File: src/rtl/uart_boot_loader_pkg.sv
// Shared definitions for the UART boot loader: FSM state encodings,
// error codes reported on err_code, and the default frame start marker.
// No ports; imported by uart_boot_loader and boot_timeout.
package uart_boot_loader_pkg;

    typedef enum logic [2:0] {
        ST_IDLE,
        ST_LEN_LO,
        ST_LEN_HI,
        ST_DATA,
        ST_CKSUM,
        ST_DONE,
        ST_ERROR
    } boot_state_t;

    localparam logic [1:0] ERR_NONE    = 2'd0;
    localparam logic [1:0] ERR_LEN     = 2'd1;
    localparam logic [1:0] ERR_CKSUM   = 2'd2;
    localparam logic [1:0] ERR_TIMEOUT = 2'd3;

    localparam logic [7:0] DEFAULT_SYNC_BYTE = 8'hA5;

    // States in which a frame is open and the inter-byte watchdog runs.
    function automatic logic in_frame(input boot_state_t s);
        return (s == ST_LEN_LO) || (s == ST_LEN_HI) ||
               (s == ST_DATA)   || (s == ST_CKSUM);
    endfunction

endpackage

File: src/rtl/boot_timeout.sv
// Inter-byte watchdog for the boot loader.
// Ports:
//   clk        system clock
//   sys_reset  synchronous reset, active-low
//   clear      restart the count (a byte arrived)
//   enable     count only while a frame is open; when low the count is held at 0
//   expired    high on the cycle the count reaches TIMEOUT_CYCLES-1 without a clear
module boot_timeout
    import uart_boot_loader_pkg::*;
#(
    parameter int TIMEOUT_CYCLES = 1_000_000
) (
    input  logic clk,
    input  logic sys_reset,
    input  logic clear,
    input  logic enable,
    output logic expired
);

    localparam int CW = (TIMEOUT_CYCLES > 1) ? $clog2(TIMEOUT_CYCLES) : 1;
    localparam logic [CW-1:0] LAST = CW'(TIMEOUT_CYCLES - 1);

    logic [CW-1:0] count;

    // Saturating counter; saturation only matters if the owner ignores expired.
    always_ff @(posedge clk) begin
        if (!sys_reset) begin
            count <= '0;
        end else if (clear || !enable) begin
            count <= '0;
        end else if (count != LAST) begin
            count <= count + 1'b1;
        end
    end

    // A byte arriving on the expiry cycle takes precedence over the timeout.
    assign expired = enable && !clear && (count == LAST);

endmodule

File: src/rtl/uart_boot_loader.sv
// Turns the UART receiver byte stream into IMEM word writes.
// Frame: SYNC, LEN_LO, LEN_HI, LEN x 4 data bytes (little-endian words), CKSUM (XOR of data).
// Ports:
//   clk, SYS_reset (sync, active-low)
//   rx_data/rx_done   byte stream from the UART receiver
//   imem_we/imem_addr/imem_wdata   registered IMEM write port, one strobe per word
//   cpu_hold   keeps the core in reset while loading and after a failed load
//   load_busy  frame in progress;  load_done  one-cycle success pulse
//   load_err/err_code   sticky error and its cause, cleared by the next SYNC
module uart_boot_loader
    import uart_boot_loader_pkg::*;
#(
    parameter int         ADDR_WIDTH     = 10,
    parameter int         BASE_ADDR      = 0,
    parameter logic [7:0] SYNC_BYTE      = DEFAULT_SYNC_BYTE,
    parameter int         TIMEOUT_CYCLES = 1_000_000
) (
    input  logic                  clk,
    input  logic                  SYS_reset,
    input  logic [7:0]            rx_data,
    input  logic                  rx_done,
    output logic                  imem_we,
    output logic [ADDR_WIDTH-1:0] imem_addr,
    output logic [31:0]           imem_wdata,
    output logic                  cpu_hold,
    output logic                  load_busy,
    output logic                  load_done,
    output logic                  load_err,
    output logic [1:0]            err_code
);

    localparam logic [16:0]           MAX_LEN = 17'(1 << ADDR_WIDTH);
    localparam logic [ADDR_WIDTH-1:0] BASE    = ADDR_WIDTH'(BASE_ADDR);

    boot_state_t  state;
    logic [7:0]   len_lo;
    logic [16:0]  len;
    logic [16:0]  word_cnt;
    logic [1:0]   byte_idx;
    logic [23:0]  word_buf;
    logic [7:0]   cksum;
    logic [16:0]  new_len;
    logic         timed_out;

    assign new_len = {1'b0, rx_data, len_lo};

    boot_timeout #(
        .TIMEOUT_CYCLES(TIMEOUT_CYCLES)
    ) u_timeout (
        .clk      (clk),
        .sys_reset(SYS_reset),
        .clear    (rx_done),
        .enable   (in_frame(state)),
        .expired  (timed_out)
    );

    // Frame parser. All outputs are registered here; imem_we and load_done are
    // single-cycle strobes so they default low every cycle.
    always_ff @(posedge clk) begin
        if (!SYS_reset) begin
            state      <= ST_IDLE;
            len_lo     <= '0;
            len        <= '0;
            word_cnt   <= '0;
            byte_idx   <= '0;
            word_buf   <= '0;
            cksum      <= '0;
            imem_we    <= 1'b0;
            imem_addr  <= '0;
            imem_wdata <= '0;
            cpu_hold   <= 1'b0;
            load_busy  <= 1'b0;
            load_done  <= 1'b0;
            load_err   <= 1'b0;
            err_code   <= ERR_NONE;
        end else begin
            imem_we   <= 1'b0;
            load_done <= 1'b0;
            if (timed_out) begin
                // cpu_hold stays high so a partial image never runs.
                state     <= ST_ERROR;
                load_err  <= 1'b1;
                load_busy <= 1'b0;
                err_code  <= ERR_TIMEOUT;
            end else begin
                case (state)
                    ST_IDLE, ST_ERROR: begin
                        if (rx_done && rx_data == SYNC_BYTE) begin
                            state     <= ST_LEN_LO;
                            cpu_hold  <= 1'b1;
                            load_busy <= 1'b1;
                            load_err  <= 1'b0;
                            err_code  <= ERR_NONE;
                            cksum     <= '0;
                            byte_idx  <= '0;
                            word_cnt  <= '0;
                        end
                    end
                    ST_LEN_LO: begin
                        if (rx_done) begin
                            len_lo <= rx_data;
                            state  <= ST_LEN_HI;
                        end
                    end
                    ST_LEN_HI: begin
                        if (rx_done) begin
                            len <= new_len;
                            if (new_len > MAX_LEN) begin
                                state     <= ST_ERROR;
                                load_err  <= 1'b1;
                                load_busy <= 1'b0;
                                err_code  <= ERR_LEN;
                            end else if (new_len == '0) begin
                                state <= ST_CKSUM;
                            end else begin
                                state    <= ST_DATA;
                                word_cnt <= '0;
                                byte_idx <= '0;
                            end
                        end
                    end
                    ST_DATA: begin
                        if (rx_done) begin
                            cksum    <= cksum ^ rx_data;
                            byte_idx <= byte_idx + 2'd1;
                            case (byte_idx)
                                2'd0: word_buf[7:0]   <= rx_data;
                                2'd1: word_buf[15:8]  <= rx_data;
                                2'd2: word_buf[23:16] <= rx_data;
                                default: begin
                                    // Address wraps within the IMEM word space.
                                    imem_we    <= 1'b1;
                                    imem_addr  <= BASE + word_cnt[ADDR_WIDTH-1:0];
                                    imem_wdata <= {rx_data, word_buf};
                                    word_cnt   <= word_cnt + 17'd1;
                                    if (word_cnt + 17'd1 == len) begin
                                        state <= ST_CKSUM;
                                    end
                                end
                            endcase
                        end
                    end
                    ST_CKSUM: begin
                        if (rx_done) begin
                            if (rx_data == cksum) begin
                                state     <= ST_DONE;
                                load_done <= 1'b1;
                                cpu_hold  <= 1'b0;
                                load_busy <= 1'b0;
                            end else begin
                                state     <= ST_ERROR;
                                load_err  <= 1'b1;
                                load_busy <= 1'b0;
                                err_code  <= ERR_CKSUM;
                            end
                        end
                    end
                    ST_DONE: begin
                        state <= ST_IDLE;
                    end
                    default: begin
                        state <= ST_IDLE;
                    end
                endcase
            end
        end
    end

endmodule

File: config.mk
export PLATFORM = sky130hd
export DESIGN_NAME = uart_boot_loader
export DESIGN_NICKNAME = d
export VERILOG_FILES = /design/src/rtl/uart_boot_loader_pkg.sv /design/src/rtl/boot_timeout.sv /design/src/rtl/uart_boot_loader.sv
export SDC_FILE = /design/constraint.sdc
export NUM_CORES = 1
export LEC_CHECK = 0
export ABC_AREA = 1
export ABC_CLOCK_PERIOD_IN_PS = 3200
export CORE_AREA = 5 5 218 114
export CTS_BUF_LIST = sky130_fd_sc_hd__clkbuf_8
export CTS_CLUSTER_SIZE = 20
export DETAILED_ROUTE_END_ITERATION = 16
export DIE_AREA = 0 0 223 119
export PLACE_DENSITY = 0.57
export RECOVER_POWER = 50
export SYNTH_ARGS = -nofsm -noshare
export SYNTH_HDL_FRONTEND = slang
export SYNTH_SLANG_ARGS = --single-unit
File: constraint.sdc
create_clock -name clk -period 3.2 [get_ports clk]
set_input_delay 0.64 -clock clk [delete_from_list [all_inputs] [get_ports clk]]
set_output_delay 0.64 -clock clk [all_outputs]
set_load 0.02 [all_outputs]
==> out/results.ini, run 1 <==
[flow_run]
max_cap_violations = 0

[clocking]
h-tree-depth = 4
cts_tree = built
clk_pin_slew_worst_paths_ps = 90
cts_setup_buffers = 0
holdBufCountCts = 0
root_buffer = clkbuf_8
ctsResizeCount = 0
clock_latency_ps = 460
clock_path_buffers = 2
cts_sinks = 147
cts_buffers = 17

[synthesis]
syn_area_sq_mm = 0.00669
synth_edf_count = 0
synth_nets = 961
postSynthCellCount = 944
yosys.area.top_type = dfxtp_1
synth_ff_type = dfxtp_1
synth_area_leaders = dfxtp_1 44%, nor2_1 8.9%, nand2_1 8.9%
synth_commonest_cells = 159 x nor2_1, 158 x nand2_1, 147 x dfxtp_1
synth_seq_area_share_pct = 44.0
synth.ff_latch_count = 147
yosysWarnings = 0
synth.most_common_cell = nor2_1
yosys.cell_types.count = 38
async_flop_share_pct = 0
avgSynthCellArea_sq_um = 7.08
synthDominantCellAreaShare_pct = 44.0

[critical_path]
cp.arrival_ps = 3140
rr_endpoint = imem_wdata[22]
endpoint_kind = register
r2r_setup_slack_ps = 410
required_ps = 3550
r2r_cells = 9
crit_fanout = 35
path_class = reg -> reg
crit_path_start_kind = register
r2r_start = state[0]

[sta]
min_period_over_period_pct = 87.2
hold_slack_ps = 480
relSlewSlack_pct = 12.7
finalCriticalPeriod_ps = 2790
fin_skew_ps = 11.6
hold_violations = 0
grt_setup_unrepaired = no
maxSlewViolCount = 0
setup_violations = 0
clock.fmax_ghz = 0.359
tns_ps = 0
worst_pin_slew_ps = 1310

[cells_and_area]
final_core_util_pct = 35.5
nNetsFinal = 1020
diodes = 0
syn_to_final_growth_pct = 19.7
stdcell_area_sq_mm = 0.00800
drive_above_1_share_pct = 6.69

[global_route]
grt_pass1_wl_mm = 30.1
grt_pass1_vias = 5870
antenna_found_initial = 0
overflow = 0
grt_util_all_layers_pct = 13.9
grt_max_degree = 96

[floorplanning]
row_count = 39
floorplan.initialDensity_pct = 29.7
die_h_um = 119
dieArea_sq_mm = 0.0265
pin_count = 60
fp.dieW_um = 223
core_area_sq_mm = 0.0225

[detailed_routing]
routedWlPerCell_um = 14.0
ant_nets = 0
drt_pass1_iterations = 5
wl_mm = 18.5
drt_iter0_drc = 437
drcViolationCount = 0
num_vias = 6244
viasPerCell = 4.72

[pwr]
power_density_mw_per_mm2 = 582
p_leak_nw = 3.28
finalPower_mw = 4.66
vdd.ir_drop.worst_uv = 294

[placed_design]
gp_congestion = 0.878
port_buffers = 59
hpwl_mm = 13.1
dpl-instance-area_sq_mm = 0.00760

[worst_hold_path]
holdCritStartpoint = len[3]
hold_depth = 2
min_to = len[3]
hp-class = reg -> reg

[run_status]
status = finished clean

==> power breakdown <==
| group | internal, mW | switching, mW | leakage, nW |
|---|---|---|---|
| Combinational | 0.321 | 0.730 | 1.87 |
| Sequential | 1.92 | 0.0762 | 1.19 |
| Clock | 0.797 | 0.809 | 0.223 |
| Total | 3.04 | 1.61 | 3.28 |
==> per-layer routing <==
layer	global-route usage (%)	part of all wire (%)	wire (um)	vias to the layer above
li1	-	-	-	3236
met1	18.4	49	9110	2903
met2	23.1	46	8580	93
met3	2.90	3.6	673	12
met4	3.56	0.85	158	0
met5	0	0	0	-
==> final cells by class <==
type,count,area (sq um)
fill,2403,14500
multi-input combinational,673,3210
clock buffer,17,234
clock inverter,15,194
sequential,147,2940
tap,307,384
inverter,89,337
timing repair buffer,75,698
==> stage by stage <==
step                      instances  setup WS (ps)
final                          1323            411
after floorplan                 944           1170
after global placement         1291            447
after global routing           1323            195
after CTS                      1323            646
after detailed placement       1291            408
==> cells in the final DEF, fill, tap and decap left out, types with 3 or more instances in the layout <==
cell type and n:
a21oi_1 93, a21oi_2 3, a31oi_1 4, buf_4 14, bufinv_16 3, clkbuf_8 17
clkdlybuf4s50_1 13, dfxtp_1 147, dlygate4sd3_1 45, ha_1 6, inv_1 87, inv_6 5
inv_8 3, nand2_1 158, nand3_1 46, nand3b_1 6, nand4_1 25, nor2_1 162
nor2_2 5, nor3_1 18, nor4_1 9, o21ai_0 105, or2_2 4, xnor2_1 3
xor2_1 7
==> sequential cells by signal, indices dropped and copies added (netlist names) <==
| register | count |
|---|---|
| imem_wdata | 32 |
| cksum | 8 |
| word_cnt | 17 |
| byte_idx | 2 |
| load_err | 1 |
| err_code | 2 |
| imem_we | 1 |
| cpu_hold | 1 |
| state | 3 |
| len_lo | 8 |
| load_done | 1 |
| u_timeout.count | 20 |
| len | 16 |
| imem_addr | 10 |
| load_busy | 1 |
| word_buf | 24 |
==> critical path, cell delays in order (launching register included) <==
cell and delay, ps:
dfxtp_1 420, inv_1 120, nor3_4 410, inv_4 110, nor2_1 290, clkinv_1 140
nor2_1 170, inv_1 570, nor2_1 360, nor2_1 80
==> cells by family (layout without fill, tap and decap cells) <==
logic type      Yosys count  after routing  share of synthesized area, %
simple gates            442            442                          28.9
xor+xnor                 11             11                          1.65
fa+ha+maj                 6              6                          1.12
compound gates          214            214                          16.6
buf+inv                 124            196                          7.69
flops                   147            147                          44.0
==> worst max path at each step <==
| stage | from | endpoint | slack [ps] | cells past startpoint |
|---|---|---|---|---|
| final | state[0] | imem_wdata[22] | 410 | 9 |
| after global routing | state[0] | imem_wdata[22] | 190 | 9 |
| after CTS | word_cnt[0] | state[1] | 650 | 16 |
| after detailed placement | rx_data[0] | word_cnt[15] | 410 | 11 |
| after global placement | rx_data[0] | word_cnt[15] | 450 | 11 |
| after floorplan | rx_data[3] | word_cnt[12] | 1170 | 11 |
Power figures use the tool's default switching activity.
==> inputs of run 2 (changes only) <==
--- a/config.mk
+++ b/config.mk
@@ -7,12 +7,12 @@
 export LEC_CHECK = 0
 export ABC_AREA = 1
 export ABC_CLOCK_PERIOD_IN_PS = 3200
-export CORE_AREA = 5 5 218 114
+export CORE_AREA = 5 5 238 124
 export CTS_BUF_LIST = sky130_fd_sc_hd__clkbuf_8
 export CTS_CLUSTER_SIZE = 20
 export DETAILED_ROUTE_END_ITERATION = 16
-export DIE_AREA = 0 0 223 119
-export PLACE_DENSITY = 0.57
+export DIE_AREA = 0 0 243 129
+export PLACE_DENSITY = 0.51
 export RECOVER_POWER = 50
 export SYNTH_ARGS = -nofsm -noshare
 export SYNTH_HDL_FRONTEND = slang
==> run 2 against run 1 <==
  * Fmax is 4.0% lower
  * Largest power group unchanged
  * Critical endpoint is now imem_wdata[28]
  * First-iteration DRC count is 43% higher
  * Highest routed layer is now met5
  * Largest cell class unchanged
  * Combinational power is 4% higher
==> out/results.ini, run 2 (synthesized netlist as in run 1, its figures left out) <==
[run_status]
status = finished clean

[clocking]
clk_pin_slew_worst_paths_ps = 80
root_buffer = clkbuf_8
h-tree-depth = 4
cts_buffers = 17
clock_latency_ps = 470
holdBufCountCts = 0
ctsResizeCount = 0
cts_sinks = 147
cts_tree = built
clock_path_buffers = 2
cts_setup_buffers = 0

[detailed_routing]
drt_pass1_iterations = 5
wl_mm = 21.0
drt_iter0_drc = 625
ant_nets = 0
num_vias = 6457
routedWlPerCell_um = 15.2
drcViolationCount = 0
viasPerCell = 4.68

[floorplanning]
fp.dieW_um = 243
floorplan.initialDensity_pct = 24.6
dieArea_sq_mm = 0.0313
row_count = 43
core_area_sq_mm = 0.0272
die_h_um = 129
pin_count = 60

[cells_and_area]
layout_common_cells = 160 x nor2_1, 158 x nand2_1, 147 x dfxtp_1, 105 x o21ai_0, 93 x a21oi_1
final_cells = 1381
multi_input_area_sq_mm = 0.00322
nFillCells = 2944
stdcell_area_sq_mm = 0.00803
syn_to_final_growth_pct = 20.1
final_common_cell = nor2_1
largest_reg_flops = 32
nNetsFinal = 1025
regMostFlops = imem_wdata
seq_area_sq_mm = 0.00294
drive_above_1_share_pct = 7.16
reg_top3 = imem_wdata (32), word_buf (24), u_timeout.count (20)

[pwr]
switching_share_pct = 35.3
clkPwrFrac_pct = 30.4
seq_power_share_pct = 45.0
p_sw_mw = 1.57
p_int_mw = 2.87
finalPower_mw = 4.44
p_leak_nw = 3.28
vdd.ir_drop.worst_uv = 266
p_comb_share_pct = 24.6
power_density_mw_per_mm2 = 553

[critical_path]
required_ps = 3530
r2r_start = state[0]
crit_fanout = 66
endpoint_kind = register
cp.arrival_ps = 3240
crit_path_start_kind = register
rr_endpoint = imem_wdata[28]
r2r_setup_slack_ps = 290
path_class = reg -> reg
r2r_cells = 9

[sta]
fin_skew_ps = 13.0
clock.fmax_ghz = 0.344
tns_ps = 0
hold_violations = 0
grt_setup_unrepaired = no
maxSlewViolCount = 0
setup_violations = 0
setup_ws_ps = 294
min_period_over_period_pct = 90.8
relSlewSlack_pct = 56.4
finalCriticalPeriod_ps = 2910
worst_pin_slew_ps = 654

[global_route]
antenna_found_initial = 2
grt_util_all_layers_pct = 13.6
grt_pass1_wl_mm = 33.2
grt_pass1_vias = 5681
grt_max_degree = 67
overflow = 0

[flow_run]
max_cap_violations = 0

[placed_design]
gp_congestion = 0.877
hpwl_mm = 15.5
dp_cells = 1349
port_buffers = 59
dpl-instance-area_sq_mm = 0.00770
pre_cts_ws_ps = 175

[worst_hold_path]
hold_depth = 2
hp-class = reg -> reg
min_to = len[13]
holdCritStartpoint = len[13]

run 2: cell type report:
class	instances	share of cell area, %
Timing Repair Buffer	80	9.11
Tap cell	360	5.61
Sequential cell	147	36.6
Clock inverter	13	1.20
Inverter	89	4.19
Clock buffer	18	3.09
Multi-Input combinational cell	673	40.1
Antenna cell	1	0.0312
run 2: power groups by stage:
stage | Sequential (mW) | Clock [mW] | Combinational [mW]
3_3_place_gp | 2.04 | 0 | 1.11
5_1_grt | 2.02 | 1.50 | 1.22
3_5_place_dp | 2.04 | 0 | 1.10
6_report | 2.00 | 1.35 | 1.09
4_1_cts | 2.00 | 1.40 | 1.11
2_1_floorplan | 2.05 | 0 | 0.745
run 2: how the worst max path moves through the flow:
| stage | from | endpoint | cells after the start |
|---|---|---|---|
| after floorplan | rx_data[3] | word_cnt[12] | 11 |
| after global placement | rx_done | imem_wdata[28] | 8 |
| after detailed placement | rx_done | imem_wdata[28] | 8 |
| after CTS | state[0] | imem_wdata[28] | 9 |
| after global routing | state[0] | imem_wdata[28] | 9 |
| final | state[0] | imem_wdata[28] | 9 |
run 2: through the flow:
step | utilization, % | hold slack, ps
4_1_cts | 29.6 | 473
2_1_floorplan | - | 444
3_3_place_gp | 28.3 | 458
3_5_place_dp | 28.3 | 462
6_report | 29.5 | 468
5_1_grt | 29.5 | 502
run 2: worst max-delay path: stages, from the launching register on:
cell and delay, ps:
dfxtp_1 410, inv_1 110, nor3_4 430, inv_4 130
nor2_4 170, inv_2 70, nor2_4 90, buf_4 530
o21ai_0 370, a21oi_1 430
run 2: layer usage:
| metal | part of all wire, % | GRT usage (%) |
|---|---|---|
| met3 | 8.9 | 4.52 |
| met5 | 0.062 | 0 |
| met1 | 56 | 22.4 |
| met2 | 34 | 15.9 |
| met4 | 1.1 | 3.40 |
